### src/rtl/comm_controller_v3_if.sv
// Host-link bundle for comm_controller_v3: JTAG-UART word FIFOs plus the request bus.
// master = controller side, slave = FIFO/bus environment side.
interface comm_controller_v3_if #(
   parameter int unsigned ADDR_W = 27,
   parameter int unsigned DEV_W  = 3
);
   logic              rx_empty_i;
   logic [31:0]       rx_data_i;
   logic              rx_read_o;
   logic              tx_full_i;
   logic              tx_write_o;
   logic [31:0]       tx_data_o;
   logic              ready_i;
   logic              done_i;
   logic              valid_i;
   logic [31:0]       data_i;
   logic              req_o;
   logic              req_block_o;
   logic              rw_o;
   logic [DEV_W-1:0]  reqdev_o;
   logic [ADDR_W-1:0] add_o;
   logic [31:0]       data_o;
   logic              clear_o;
   logic              exception_o;

   modport master (
      input  rx_empty_i, rx_data_i, tx_full_i, ready_i, done_i, valid_i, data_i,
      output rx_read_o, tx_write_o, tx_data_o, req_o, req_block_o, rw_o, reqdev_o,
             add_o, data_o, clear_o, exception_o
   );

   modport slave (
      output rx_empty_i, rx_data_i, tx_full_i, ready_i, done_i, valid_i, data_i,
      input  rx_read_o, tx_write_o, tx_data_o, req_o, req_block_o, rw_o, reqdev_o,
             add_o, data_o, clear_o, exception_o
   );
endinterface

### src/rtl/comm_controller_v3.sv
// Host-link command sequencer: decodes packets from the rx word FIFO into single/block
// bus transfers, answers on the tx FIFO, and checks a per-packet XOR checksum.
module comm_controller_v3 #(
   parameter int unsigned ADDR_W       = 27,
   parameter int unsigned DEV_W        = 3,
   parameter int unsigned BURST_LEN    = 16,
   parameter int unsigned PURGE_CYCLES = 20000,
   parameter logic [31:0] KEY_SYNC     = 32'h4A78B9F2,
   parameter logic [31:0] XOR_SYNC     = 32'hCD0031F7
) (
   input  logic                 clock_i,
   input  logic                 resetn_i,
   comm_controller_v3_if.master bus
);

   localparam int unsigned IDX_W = $clog2(BURST_LEN);
   localparam int unsigned PTR_W = IDX_W + 1;
   localparam int unsigned CNT_W = $clog2(PURGE_CYCLES + 1);

   localparam logic [PTR_W-1:0]  PTR_FULL   = PTR_W'(BURST_LEN);
   localparam logic [15:0]       N_BURST    = 16'(BURST_LEN);
   localparam logic [ADDR_W-1:0] ADD_WORD   = ADDR_W'(4);
   localparam logic [ADDR_W-1:0] ADD_BURST  = ADDR_W'(4 * BURST_LEN);
   localparam logic [CNT_W-1:0]  CNT_PURGE  = CNT_W'(PURGE_CYCLES);

   localparam logic [4:0] S_PURGE    = 5'd0;
   localparam logic [4:0] S_SYNC     = 5'd1;
   localparam logic [4:0] S_IDLE     = 5'd2;
   localparam logic [4:0] S_CMD      = 5'd3;
   localparam logic [4:0] S_CFG_REQ  = 5'd4;
   localparam logic [4:0] S_CFG_WAIT = 5'd5;
   localparam logic [4:0] S_ADDR     = 5'd6;
   localparam logic [4:0] S_RD_REQ   = 5'd7;
   localparam logic [4:0] S_RD_WAIT  = 5'd8;
   localparam logic [4:0] S_RD_PUSH  = 5'd9;
   localparam logic [4:0] S_WR_POP   = 5'd10;
   localparam logic [4:0] S_WR_REQ   = 5'd11;
   localparam logic [4:0] S_WR_WAIT  = 5'd12;
   localparam logic [4:0] S_BR_REQ   = 5'd13;
   localparam logic [4:0] S_BR_XFER  = 5'd14;
   localparam logic [4:0] S_BW_FILL  = 5'd15;
   localparam logic [4:0] S_BW_REQ   = 5'd16;
   localparam logic [4:0] S_BW_XFER  = 5'd17;
   localparam logic [4:0] S_CSUM_TX  = 5'd18;
   localparam logic [4:0] S_CSUM_RX  = 5'd19;
   localparam logic [4:0] S_ACK      = 5'd20;
   localparam logic [4:0] S_ERR      = 5'd21;

   logic [4:0]        state_q, state_d;
   logic [CNT_W-1:0]  cnt_q, cnt_d;
   logic [1:0]        op_q, op_d;
   logic [DEV_W-1:0]  dev_q, dev_d;
   logic              blk_q, blk_d;
   logic [15:0]       n_q, n_d;
   logic [31:0]       csum_q, csum_d;
   logic [31:0]       rd_q, rd_d;
   logic [PTR_W-1:0]  wp_q, wp_d;
   logic [PTR_W-1:0]  rp_q, rp_d;
   logic              done_seen_q, done_seen_d;
   logic [2:0]        err_q, err_d;
   logic [31:0]       buf_q [BURST_LEN];
   logic [31:0]       buf_d [BURST_LEN];

   logic              req_q, req_d;
   logic              req_block_q, req_block_d;
   logic              rw_q, rw_d;
   logic [DEV_W-1:0]  reqdev_q, reqdev_d;
   logic [ADDR_W-1:0] add_q, add_d;
   logic [31:0]       data_q, data_d;
   logic              clear_q, clear_d;
   logic              exc_q, exc_d;

   logic              rx_read, tx_write;
   logic [31:0]       tx_data, rx_word;
   logic              can_pop, can_push;
   logic [PTR_W-1:0]  rp_nxt;

   assign rx_word  = bus.rx_data_i;
   assign can_pop  = !bus.rx_empty_i;
   assign can_push = !bus.tx_full_i;
   assign rp_nxt   = rp_q + 1'b1;

   always_comb begin
      state_d     = state_q;
      cnt_d       = cnt_q;
      op_d        = op_q;
      dev_d       = dev_q;
      blk_d       = blk_q;
      n_d         = n_q;
      csum_d      = csum_q;
      rd_d        = rd_q;
      wp_d        = wp_q;
      rp_d        = rp_q;
      done_seen_d = done_seen_q;
      err_d       = err_q;
      buf_d       = buf_q;
      req_d       = 1'b0;
      req_block_d = req_block_q;
      rw_d        = rw_q;
      reqdev_d    = reqdev_q;
      add_d       = add_q;
      data_d      = data_q;
      clear_d     = 1'b0;
      exc_d       = exc_q;
      rx_read     = 1'b0;
      tx_write    = 1'b0;
      tx_data     = '0;

      case (state_q)
         S_PURGE: begin
            if (can_pop) begin
               rx_read = 1'b1;
               cnt_d   = CNT_PURGE;
            end else if (cnt_q == '0) begin
               state_d = S_SYNC;
            end else begin
               cnt_d = cnt_q - 1'b1;
            end
         end
         S_SYNC: begin
            if (can_pop && can_push) begin
               rx_read = 1'b1;
               if (rx_word == KEY_SYNC) begin
                  state_d = S_IDLE;
               end else begin
                  tx_write = 1'b1;
                  tx_data  = rx_word ^ XOR_SYNC;
               end
            end
         end
         S_IDLE: begin
            if (can_pop) begin
               rx_read = 1'b1;
               if (rx_word != '0) begin
                  err_d   = 3'd1;
                  state_d = S_ERR;
               end else begin
                  state_d = S_CMD;
               end
            end
         end
         S_CMD: begin
            if (can_pop) begin
               rx_read = 1'b1;
               op_d    = rx_word[31:30];
               dev_d   = DEV_W'(rx_word[29:27]);
               blk_d   = rx_word[26];
               n_d     = rx_word[15:0];
               csum_d  = '0;
               case (rx_word[31:30])
                  2'b11: begin
                     cnt_d   = CNT_PURGE;
                     state_d = S_PURGE;
                  end
                  2'b10: state_d = S_CFG_REQ;
                  default: begin
                     if (rx_word[15:0] == '0 || (rx_word[26] && rx_word[IDX_W-1:0] != '0)) begin
                        err_d   = 3'd2;
                        state_d = S_ERR;
                     end else begin
                        state_d = S_ADDR;
                     end
                  end
               endcase
            end
         end
         S_CFG_REQ: begin
            if (bus.ready_i) begin
               req_d    = 1'b1;
               rw_d     = 1'b1;
               reqdev_d = dev_q;
               data_d   = {16'h0000, n_q};
               state_d  = S_CFG_WAIT;
            end
         end
         S_CFG_WAIT: begin
            if (bus.done_i) begin
               clear_d = 1'b1;
               state_d = S_ACK;
            end
         end
         S_ADDR: begin
            if (can_pop) begin
               rx_read = 1'b1;
               add_d   = {rx_word[ADDR_W-1:2], 2'b00};
               wp_d    = '0;
               rp_d    = '0;
               if (blk_q && rx_word[IDX_W+1:0] != '0) begin
                  err_d   = 3'd4;
                  state_d = S_ERR;
               end else begin
                  case ({op_q[0], blk_q})
                     2'b00:   state_d = S_RD_REQ;
                     2'b01:   state_d = S_BR_REQ;
                     2'b10:   state_d = S_WR_POP;
                     default: state_d = S_BW_FILL;
                  endcase
               end
            end
         end
         S_RD_REQ: begin
            if (bus.ready_i) begin
               req_d    = 1'b1;
               rw_d     = 1'b0;
               reqdev_d = dev_q;
               state_d  = S_RD_WAIT;
            end
         end
         S_RD_WAIT: begin
            if (bus.done_i) begin
               rd_d    = bus.data_i;
               clear_d = 1'b1;
               state_d = S_RD_PUSH;
            end
         end
         S_RD_PUSH: begin
            if (can_push) begin
               tx_write = 1'b1;
               tx_data  = rd_q;
               csum_d   = csum_q ^ rd_q;
               add_d    = add_q + ADD_WORD;
               n_d      = n_q - 16'd1;
               state_d  = (n_q == 16'd1) ? S_CSUM_TX : S_RD_REQ;
            end
         end
         S_WR_POP: begin
            if (can_pop) begin
               rx_read = 1'b1;
               data_d  = rx_word;
               csum_d  = csum_q ^ rx_word;
               state_d = S_WR_REQ;
            end
         end
         S_WR_REQ: begin
            if (bus.ready_i) begin
               req_d    = 1'b1;
               rw_d     = 1'b1;
               reqdev_d = dev_q;
               state_d  = S_WR_WAIT;
            end
         end
         S_WR_WAIT: begin
            if (bus.done_i) begin
               clear_d = 1'b1;
               add_d   = add_q + ADD_WORD;
               n_d     = n_q - 16'd1;
               state_d = (n_q == 16'd1) ? S_CSUM_RX : S_WR_POP;
            end
         end
         S_BR_REQ: begin
            if (bus.ready_i) begin
               req_d       = 1'b1;
               req_block_d = 1'b1;
               rw_d        = 1'b0;
               reqdev_d    = dev_q;
               wp_d        = '0;
               rp_d        = '0;
               done_seen_d = 1'b0;
               state_d     = S_BR_XFER;
            end
         end
         S_BR_XFER: begin
            // Stores land before the drain and completion tests, so a word arriving with
            // done_i is still forwarded; the burst closes only once every word is pushed.
            if (bus.valid_i && wp_q != PTR_FULL) begin
               buf_d[wp_q[IDX_W-1:0]] = bus.data_i;
               wp_d = wp_q + 1'b1;
            end
            if (rp_q < wp_q && can_push) begin
               tx_write = 1'b1;
               tx_data  = buf_q[rp_q[IDX_W-1:0]];
               csum_d   = csum_q ^ buf_q[rp_q[IDX_W-1:0]];
               rp_d     = rp_nxt;
            end
            if (bus.done_i) begin
               clear_d     = 1'b1;
               done_seen_d = 1'b1;
            end
            if (done_seen_q && rp_q == PTR_FULL) begin
               req_block_d = 1'b0;
               done_seen_d = 1'b0;
               add_d       = add_q + ADD_BURST;
               n_d         = n_q - N_BURST;
               wp_d        = '0;
               rp_d        = '0;
               state_d     = (n_q == N_BURST) ? S_CSUM_TX : S_BR_REQ;
            end
         end
         S_BW_FILL: begin
            if (can_pop) begin
               rx_read                = 1'b1;
               buf_d[wp_q[IDX_W-1:0]] = rx_word;
               csum_d                 = csum_q ^ rx_word;
               wp_d                   = wp_q + 1'b1;
               if (wp_q == PTR_FULL - 1'b1) state_d = S_BW_REQ;
            end
         end
         S_BW_REQ: begin
            if (bus.ready_i) begin
               req_d       = 1'b1;
               req_block_d = 1'b1;
               rw_d        = 1'b1;
               reqdev_d    = dev_q;
               rp_d        = '0;
               data_d      = buf_q[0];
               state_d     = S_BW_XFER;
            end
         end
         S_BW_XFER: begin
            if (bus.valid_i) begin
               rp_d   = rp_nxt;
               data_d = buf_q[rp_nxt[IDX_W-1:0]];
            end
            if (bus.done_i) begin
               clear_d     = 1'b1;
               req_block_d = 1'b0;
               add_d       = add_q + ADD_BURST;
               n_d         = n_q - N_BURST;
               wp_d        = '0;
               rp_d        = '0;
               state_d     = (n_q == N_BURST) ? S_CSUM_RX : S_BW_FILL;
            end
         end
         S_CSUM_TX: begin
            if (can_push) begin
               tx_write = 1'b1;
               tx_data  = csum_q;
               state_d  = S_IDLE;
            end
         end
         S_CSUM_RX: begin
            if (can_pop) begin
               rx_read = 1'b1;
               if (rx_word == csum_q) begin
                  state_d = S_ACK;
               end else begin
                  err_d   = 3'd3;
                  state_d = S_ERR;
               end
            end
         end
         S_ACK: begin
            if (can_push) begin
               tx_write = 1'b1;
               tx_data  = '0;
               state_d  = S_IDLE;
            end
         end
         S_ERR: begin
            if (can_push) begin
               tx_write = 1'b1;
               tx_data  = {4'hE, 25'd0, err_q};
               exc_d    = 1'b1;
               state_d  = S_SYNC;
            end
         end
         default: begin
            cnt_d   = CNT_PURGE;
            state_d = S_PURGE;
         end
      endcase
   end

   always_ff @(posedge clock_i or negedge resetn_i) begin
      if (!resetn_i) begin
         state_q     <= S_PURGE;
         cnt_q       <= CNT_PURGE;
         op_q        <= '0;
         dev_q       <= '0;
         blk_q       <= 1'b0;
         n_q         <= '0;
         csum_q      <= '0;
         rd_q        <= '0;
         wp_q        <= '0;
         rp_q        <= '0;
         done_seen_q <= 1'b0;
         err_q       <= '0;
         req_q       <= 1'b0;
         req_block_q <= 1'b0;
         rw_q        <= 1'b0;
         reqdev_q    <= '0;
         add_q       <= '0;
         data_q      <= '0;
         clear_q     <= 1'b0;
         exc_q       <= 1'b0;
      end else begin
         state_q     <= state_d;
         cnt_q       <= cnt_d;
         op_q        <= op_d;
         dev_q       <= dev_d;
         blk_q       <= blk_d;
         n_q         <= n_d;
         csum_q      <= csum_d;
         rd_q        <= rd_d;
         wp_q        <= wp_d;
         rp_q        <= rp_d;
         done_seen_q <= done_seen_d;
         err_q       <= err_d;
         req_q       <= req_d;
         req_block_q <= req_block_d;
         rw_q        <= rw_d;
         reqdev_q    <= reqdev_d;
         add_q       <= add_d;
         data_q      <= data_d;
         clear_q     <= clear_d;
         exc_q       <= exc_d;
      end
   end

   // Burst buffer contents are always qualified by the pointers, so they carry no reset.
   always_ff @(posedge clock_i) begin
      buf_q <= buf_d;
   end

   assign bus.rx_read_o   = rx_read;
   assign bus.tx_write_o  = tx_write;
   assign bus.tx_data_o   = tx_data;
   assign bus.req_o       = req_q;
   assign bus.req_block_o = req_block_q;
   assign bus.rw_o        = rw_q;
   assign bus.reqdev_o    = reqdev_q;
   assign bus.add_o       = add_q;
   assign bus.data_o      = data_q;
   assign bus.clear_o     = clear_q;
   assign bus.exception_o = exc_q;

endmodule

### src/flat_wrapper.sv
// flat-port wrapper written by rule: the top's interface ports become plain ports
module comm_controller_v3_flat 
#(
   parameter int unsigned ADDR_W       = 27,
   parameter int unsigned DEV_W        = 3,
   parameter int unsigned BURST_LEN    = 16,
   parameter int unsigned PURGE_CYCLES = 20000,
   parameter logic [31:0] KEY_SYNC     = 32'h4A78B9F2,
   parameter logic [31:0] XOR_SYNC     = 32'hCD0031F7
)
  (clock_i, resetn_i, bus_rx_empty_i, bus_rx_data_i, bus_tx_full_i, bus_ready_i, bus_done_i, bus_valid_i, bus_data_i, bus_rx_read_o, bus_tx_write_o, bus_tx_data_o, bus_req_o, bus_req_block_o, bus_rw_o, bus_reqdev_o, bus_add_o, bus_data_o, bus_clear_o, bus_exception_o);
  comm_controller_v3_if #(.ADDR_W(ADDR_W), .DEV_W(DEV_W)) bus_i ();
  input  logic clock_i;
  input  logic resetn_i;
  input wire logic [$bits(bus_i.rx_empty_i)-1:0] bus_rx_empty_i;
  input wire logic [$bits(bus_i.rx_data_i)-1:0] bus_rx_data_i;
  input wire logic [$bits(bus_i.tx_full_i)-1:0] bus_tx_full_i;
  input wire logic [$bits(bus_i.ready_i)-1:0] bus_ready_i;
  input wire logic [$bits(bus_i.done_i)-1:0] bus_done_i;
  input wire logic [$bits(bus_i.valid_i)-1:0] bus_valid_i;
  input wire logic [$bits(bus_i.data_i)-1:0] bus_data_i;
  output wire logic [$bits(bus_i.rx_read_o)-1:0] bus_rx_read_o;
  output wire logic [$bits(bus_i.tx_write_o)-1:0] bus_tx_write_o;
  output wire logic [$bits(bus_i.tx_data_o)-1:0] bus_tx_data_o;
  output wire logic [$bits(bus_i.req_o)-1:0] bus_req_o;
  output wire logic [$bits(bus_i.req_block_o)-1:0] bus_req_block_o;
  output wire logic [$bits(bus_i.rw_o)-1:0] bus_rw_o;
  output wire logic [$bits(bus_i.reqdev_o)-1:0] bus_reqdev_o;
  output wire logic [$bits(bus_i.add_o)-1:0] bus_add_o;
  output wire logic [$bits(bus_i.data_o)-1:0] bus_data_o;
  output wire logic [$bits(bus_i.clear_o)-1:0] bus_clear_o;
  output wire logic [$bits(bus_i.exception_o)-1:0] bus_exception_o;
  assign bus_i.rx_empty_i = bus_rx_empty_i;
  assign bus_i.rx_data_i = bus_rx_data_i;
  assign bus_i.tx_full_i = bus_tx_full_i;
  assign bus_i.ready_i = bus_ready_i;
  assign bus_i.done_i = bus_done_i;
  assign bus_i.valid_i = bus_valid_i;
  assign bus_i.data_i = bus_data_i;
  assign bus_rx_read_o = bus_i.rx_read_o;
  assign bus_tx_write_o = bus_i.tx_write_o;
  assign bus_tx_data_o = bus_i.tx_data_o;
  assign bus_req_o = bus_i.req_o;
  assign bus_req_block_o = bus_i.req_block_o;
  assign bus_rw_o = bus_i.rw_o;
  assign bus_reqdev_o = bus_i.reqdev_o;
  assign bus_add_o = bus_i.add_o;
  assign bus_data_o = bus_i.data_o;
  assign bus_clear_o = bus_i.clear_o;
  assign bus_exception_o = bus_i.exception_o;
  comm_controller_v3 #(.ADDR_W(ADDR_W), .DEV_W(DEV_W), .BURST_LEN(BURST_LEN), .PURGE_CYCLES(PURGE_CYCLES), .KEY_SYNC(KEY_SYNC), .XOR_SYNC(XOR_SYNC)) u_core (.clock_i(clock_i), .resetn_i(resetn_i), .bus(bus_i));
endmodule
### config.mk
export PLATFORM = sky130hd
export DESIGN_NAME = comm_controller_v3_flat
export DESIGN_NICKNAME = d
export VERILOG_FILES = /design/src/rtl/comm_controller_v3_if.sv /design/src/rtl/comm_controller_v3.sv /design/src/flat_wrapper.sv
export SDC_FILE = /design/constraint.sdc
export NUM_CORES = 2
export LEC_CHECK = 0
export CORE_ASPECT_RATIO = 0.7
export CORE_MARGIN = 2
export CORE_UTILIZATION = 25
export DETAILED_ROUTE_END_ITERATION = 10
export PLACE_DENSITY = 0.49
export SLEW_MARGIN = 0
export SYNTH_ARGS = -nofsm -noshare
export SYNTH_HDL_FRONTEND = slang
export SYNTH_SLANG_ARGS = --single-unit
### constraint.sdc
create_clock -name clock_i -period 3.7 [get_ports clock_i]
set_input_delay 0.37 -clock clock_i [delete_from_list [all_inputs] [get_ports clock_i]]
set_output_delay 0.37 -clock clock_i [all_outputs]
set_load 0.01 [all_outputs]
==> flow_summary.toml <==
[final_layout]
area_growth_pct = 22.34
final_core_util_pct = 30.81
seqCellArea_sq_um = 20000
multi_input_area_sq_um = 17670
nFillCells = 15390
layout.nets = 3529
drive_above_1_share_pct = 22.88
stdcell_count = 5507
stdcell_area_sq_um = 47130

[worst_setup_path]
crit_path_cell_trace = "buf_8 > mux4_2 > mux2i_1 > buf_4 > nand2_1 > nand3_2 > o221ai_1 > clkdlybuf4s50_1"
cp-start-kind = "flip-flop"
cp_num_buf_inv = 3
critPathSlowestCell = "dfrtp_4"
critPathCaptureType = "output port"
max_stage_delay_ns = 0.56
cp_max_fo = 13
arrival_ns = 3.29
path_class = "reg2out"
cp_top_family = "buffers and inverters"
required_ns = 3.33

[floorplan]
initial_core_util_pct = 25.18
dieHeight_microns = 332.4
die_w_microns = 473.2
coreArea_sq_um = 153000
die_area_sq_um = 157300
ios = 172
num_rows = 120

[global_routing]
grt_pass1_wl_mm = 238.2
antenna_found_initial = 4
grt_usage_pct = 21.16
gr-total-overflow = 0
grt_max_degree = 71
first_global_vias = 29590

[sta]
slew_headroom_pct = 34.10
skew_ns = 0.02705
setup_viol = 0
worst_slew_pin_slew_ns = 0.9886
finalMaxSlewViolations = 0
min_period_ns = 3.661
rsz0062_at_grt = "true"
max_freq_mhz = 273.1
hold_ws_ns = 0.2875
finalCritPeriodShare_pct = 98.95
hold_violations = 0

[power_and_ir_drop]
total_power_mw = 16.25
p_leak_nw = 16.39
power_switching_mw = 3.867
pwr-share-seq_pct = 51.4
swShare_pct = 23.80
p_int_mw = 12.38
pwr-share-clk_pct = 44.9
powerDensity_nw_per_um2 = 344.7
peakVddDrop_v = 0.0002952
p_comb_share_pct = 3.7

[placed_design]
place_area_sq_um = 44220
place_congestion = 0.9788
port-buffer-count = 169
hpwl_mm = 112.7
dp.cells = 5353

[clocking]
h-tree-depth = 3
clk_latency_ns = 0.68
clkSlewWorstSetupHoldPaths_ns = 0.06
cts_tree = "built"
cts_inserted_buffers = 68
root_buffer = "clkbuf_16"
cts_buffer_depth = 3
cts_sinks = 696

[drt]
route.detailed.drc = 0
viasPerCell = 5.734
first_iter_violations = 5011
via_count = 31580
routedWlPerCell_microns = 31.02
wirelength_mm = 170.8
final_antenna_net_count = 0
first_pass_iters = 7

[logic_synthesis]
postSynthCellCount = 3230
ys_seq_elements = 696
post-synth-top-area-fraction_pct = 39.91
synth-seq-area-share_pct = 51.88
yosysMostFrequentCell = "nor2_1"
yosys_warnings = 0
synth-edff-count = 512
ys_top_cells_by_count = "618 x nor2_1, 512 x edfxtp_1, 287 x mux4_2"
ys.flop_type = "edfxtp_1"
avgSynthCellArea_sq_um = 11.93
yosysUniqueCellTypes = 91
syn-cell-area_sq_um = 38520
ys_top_cells_by_area = "edfxtp_1 40%, mux4_2 17%, dfrtp_1 12%, nor2_1 6.0%, nand2_1 2.6%"
synthArstFlopShare_pct = 26.44
synth_top_area_cell = "edfxtp_1"

[flow_run]
drv_cap = 0

[hold_path]
hold_class = "in2async"

[outcome]
status = "finished, final reports clean"
cell usage in the layout (no fill, tap or decap), types with 23 or more instances in the layout:
cell	n
nor2_1	597
edfxtp_1	512
mux4_2	287
nand2_1	251
buf_4	210
dfrtp_1	173
clkdlybuf4s50_1	144
a21oi_1	89
o21ai_0	83
nand3_1	71
clkbuf_16	70
mux2i_1	69
o21ai_1	56
a31oi_1	53
buf_12	45
a22o_1	41
nor3_1	34
a22oi_1	33
xor2_1	33
inv_1	28
nand4_1	28
mux2_2	27
nor4_1	26
or4_1	23
or3_1	23
cells by family after synthesis:
kind of cell	after synthesis	synth area share, %
compound gates	535	9.334
xor+xnor	38	0.8639
fa+ha+maj	20	0.6496
buf+inv	338	3.569
flops	696	51.88
mux	414	20.22
other cells	1	0.009734
simple gates	1188	13.48
flip-flops by register name, summed over array words and instances, names as in the netlist:
register and count:
u_core.csum_q 32, u_core.rp_q 5, u_core.bus.exception_o 1, u_core.bus.reqdev_o 3
u_core.wp_q 5, u_core.bus.clear_o 1, u_core.state_q 5, u_core.bus.req_block_o 1
u_core.rd_q 32, u_core.done_seen_q 1, u_core.op_q 1, u_core.bus.rw_o 1
u_core.err_q 3, u_core.bus.data_o 32, u_core.bus.req_o 1, u_core.buf_q 512
u_core.cnt_q 15, u_core.dev_q 3, u_core.n_q 16, u_core.blk_q 1
u_core.bus.add_o 25
path summary, 6_finish.rpt:
check | slack [ns] | depth (start not counted) | startpoint | endpoint
worst max-delay path | 0.04 | 8 | u_core.rp_q[0]$_DFFE_PN0P_ | bus_tx_data_o[4]
worst min-delay path | 0.29 | 2 | resetn_i | u_core.wp_q[3]$_DFFE_PN0P_
worst max register to register | 0.10 | 9 | u_core.rp_q[1]$_DFFE_PN0P_ | u_core.bus.data_o[23]$_DFFE_PN0P_
worst min register to register | 0.48 | 2 | u_core.dev_q[0]$_DFFE_PN0P_ | u_core.dev_q[0]$_DFFE_PN0P_
max in group asynchronous | 2.44 | 3 | resetn_i | u_core.csum_q[25]$_DFFE_PN0P_
min in group clock_i | 0.34 | 2 | bus_data_i[24] | u_core.rd_q[24]$_DFFE_PN0P_
metal layers:
layer	vias up	part of all wire (%)	GRT usage [%]
met4	4	2.5	5.717
met1	16340	44	32.09
met3	261	13	6.628
li1	12750	-	-
met2	2216	40	28.48
met5	-	0.013	0
final cells by class:
class,count,share of cell area [%]
clock buffers,89,3.841
repair buffers,446,9.857
multi-input cells,2197,37.49
clock inverters,35,0.7911
well taps,2013,5.344
inverters,29,0.2310
diodes,2,0.01062
flip-flops and latches,696,42.44
power groups by stage:
| stage | clock network [mW] | logic [mW] | registers [mW] |
|---|---|---|---|
| final | 7.30 | 0.598 | 8.35 |
| after global routing | 7.65 | 0.630 | 8.35 |
| after CTS | 7.33 | 0.587 | 8.35 |
| after detailed placement | 0 | 0.578 | 8.52 |
| after global placement | 0 | 0.579 | 8.52 |
| after floorplan | 0 | 0.229 | 8.51 |
metrics by stage:
step	worst slack (ns)	TNS, ns
CTS	-0.1269	-0.5850
global placement	-0.08312	-0.3399
global route	-0.07008	-0.1315
detailed placement	-0.05491	-0.1106
floorplan	-0.09860	-30.67
finish	0.03881	0
repair_timing:
action                                  4_1_cts  5_1_grt
endpoints found under the setup margin       33       26
hold endpoints to repair                     62        0
buffers inserted                             16        5
hold buffers                                  1        0
resized for setup                            50       44
gates cloned                                  4        2
pin swaps                                     5        3
Power figures use the tool's default switching activity.
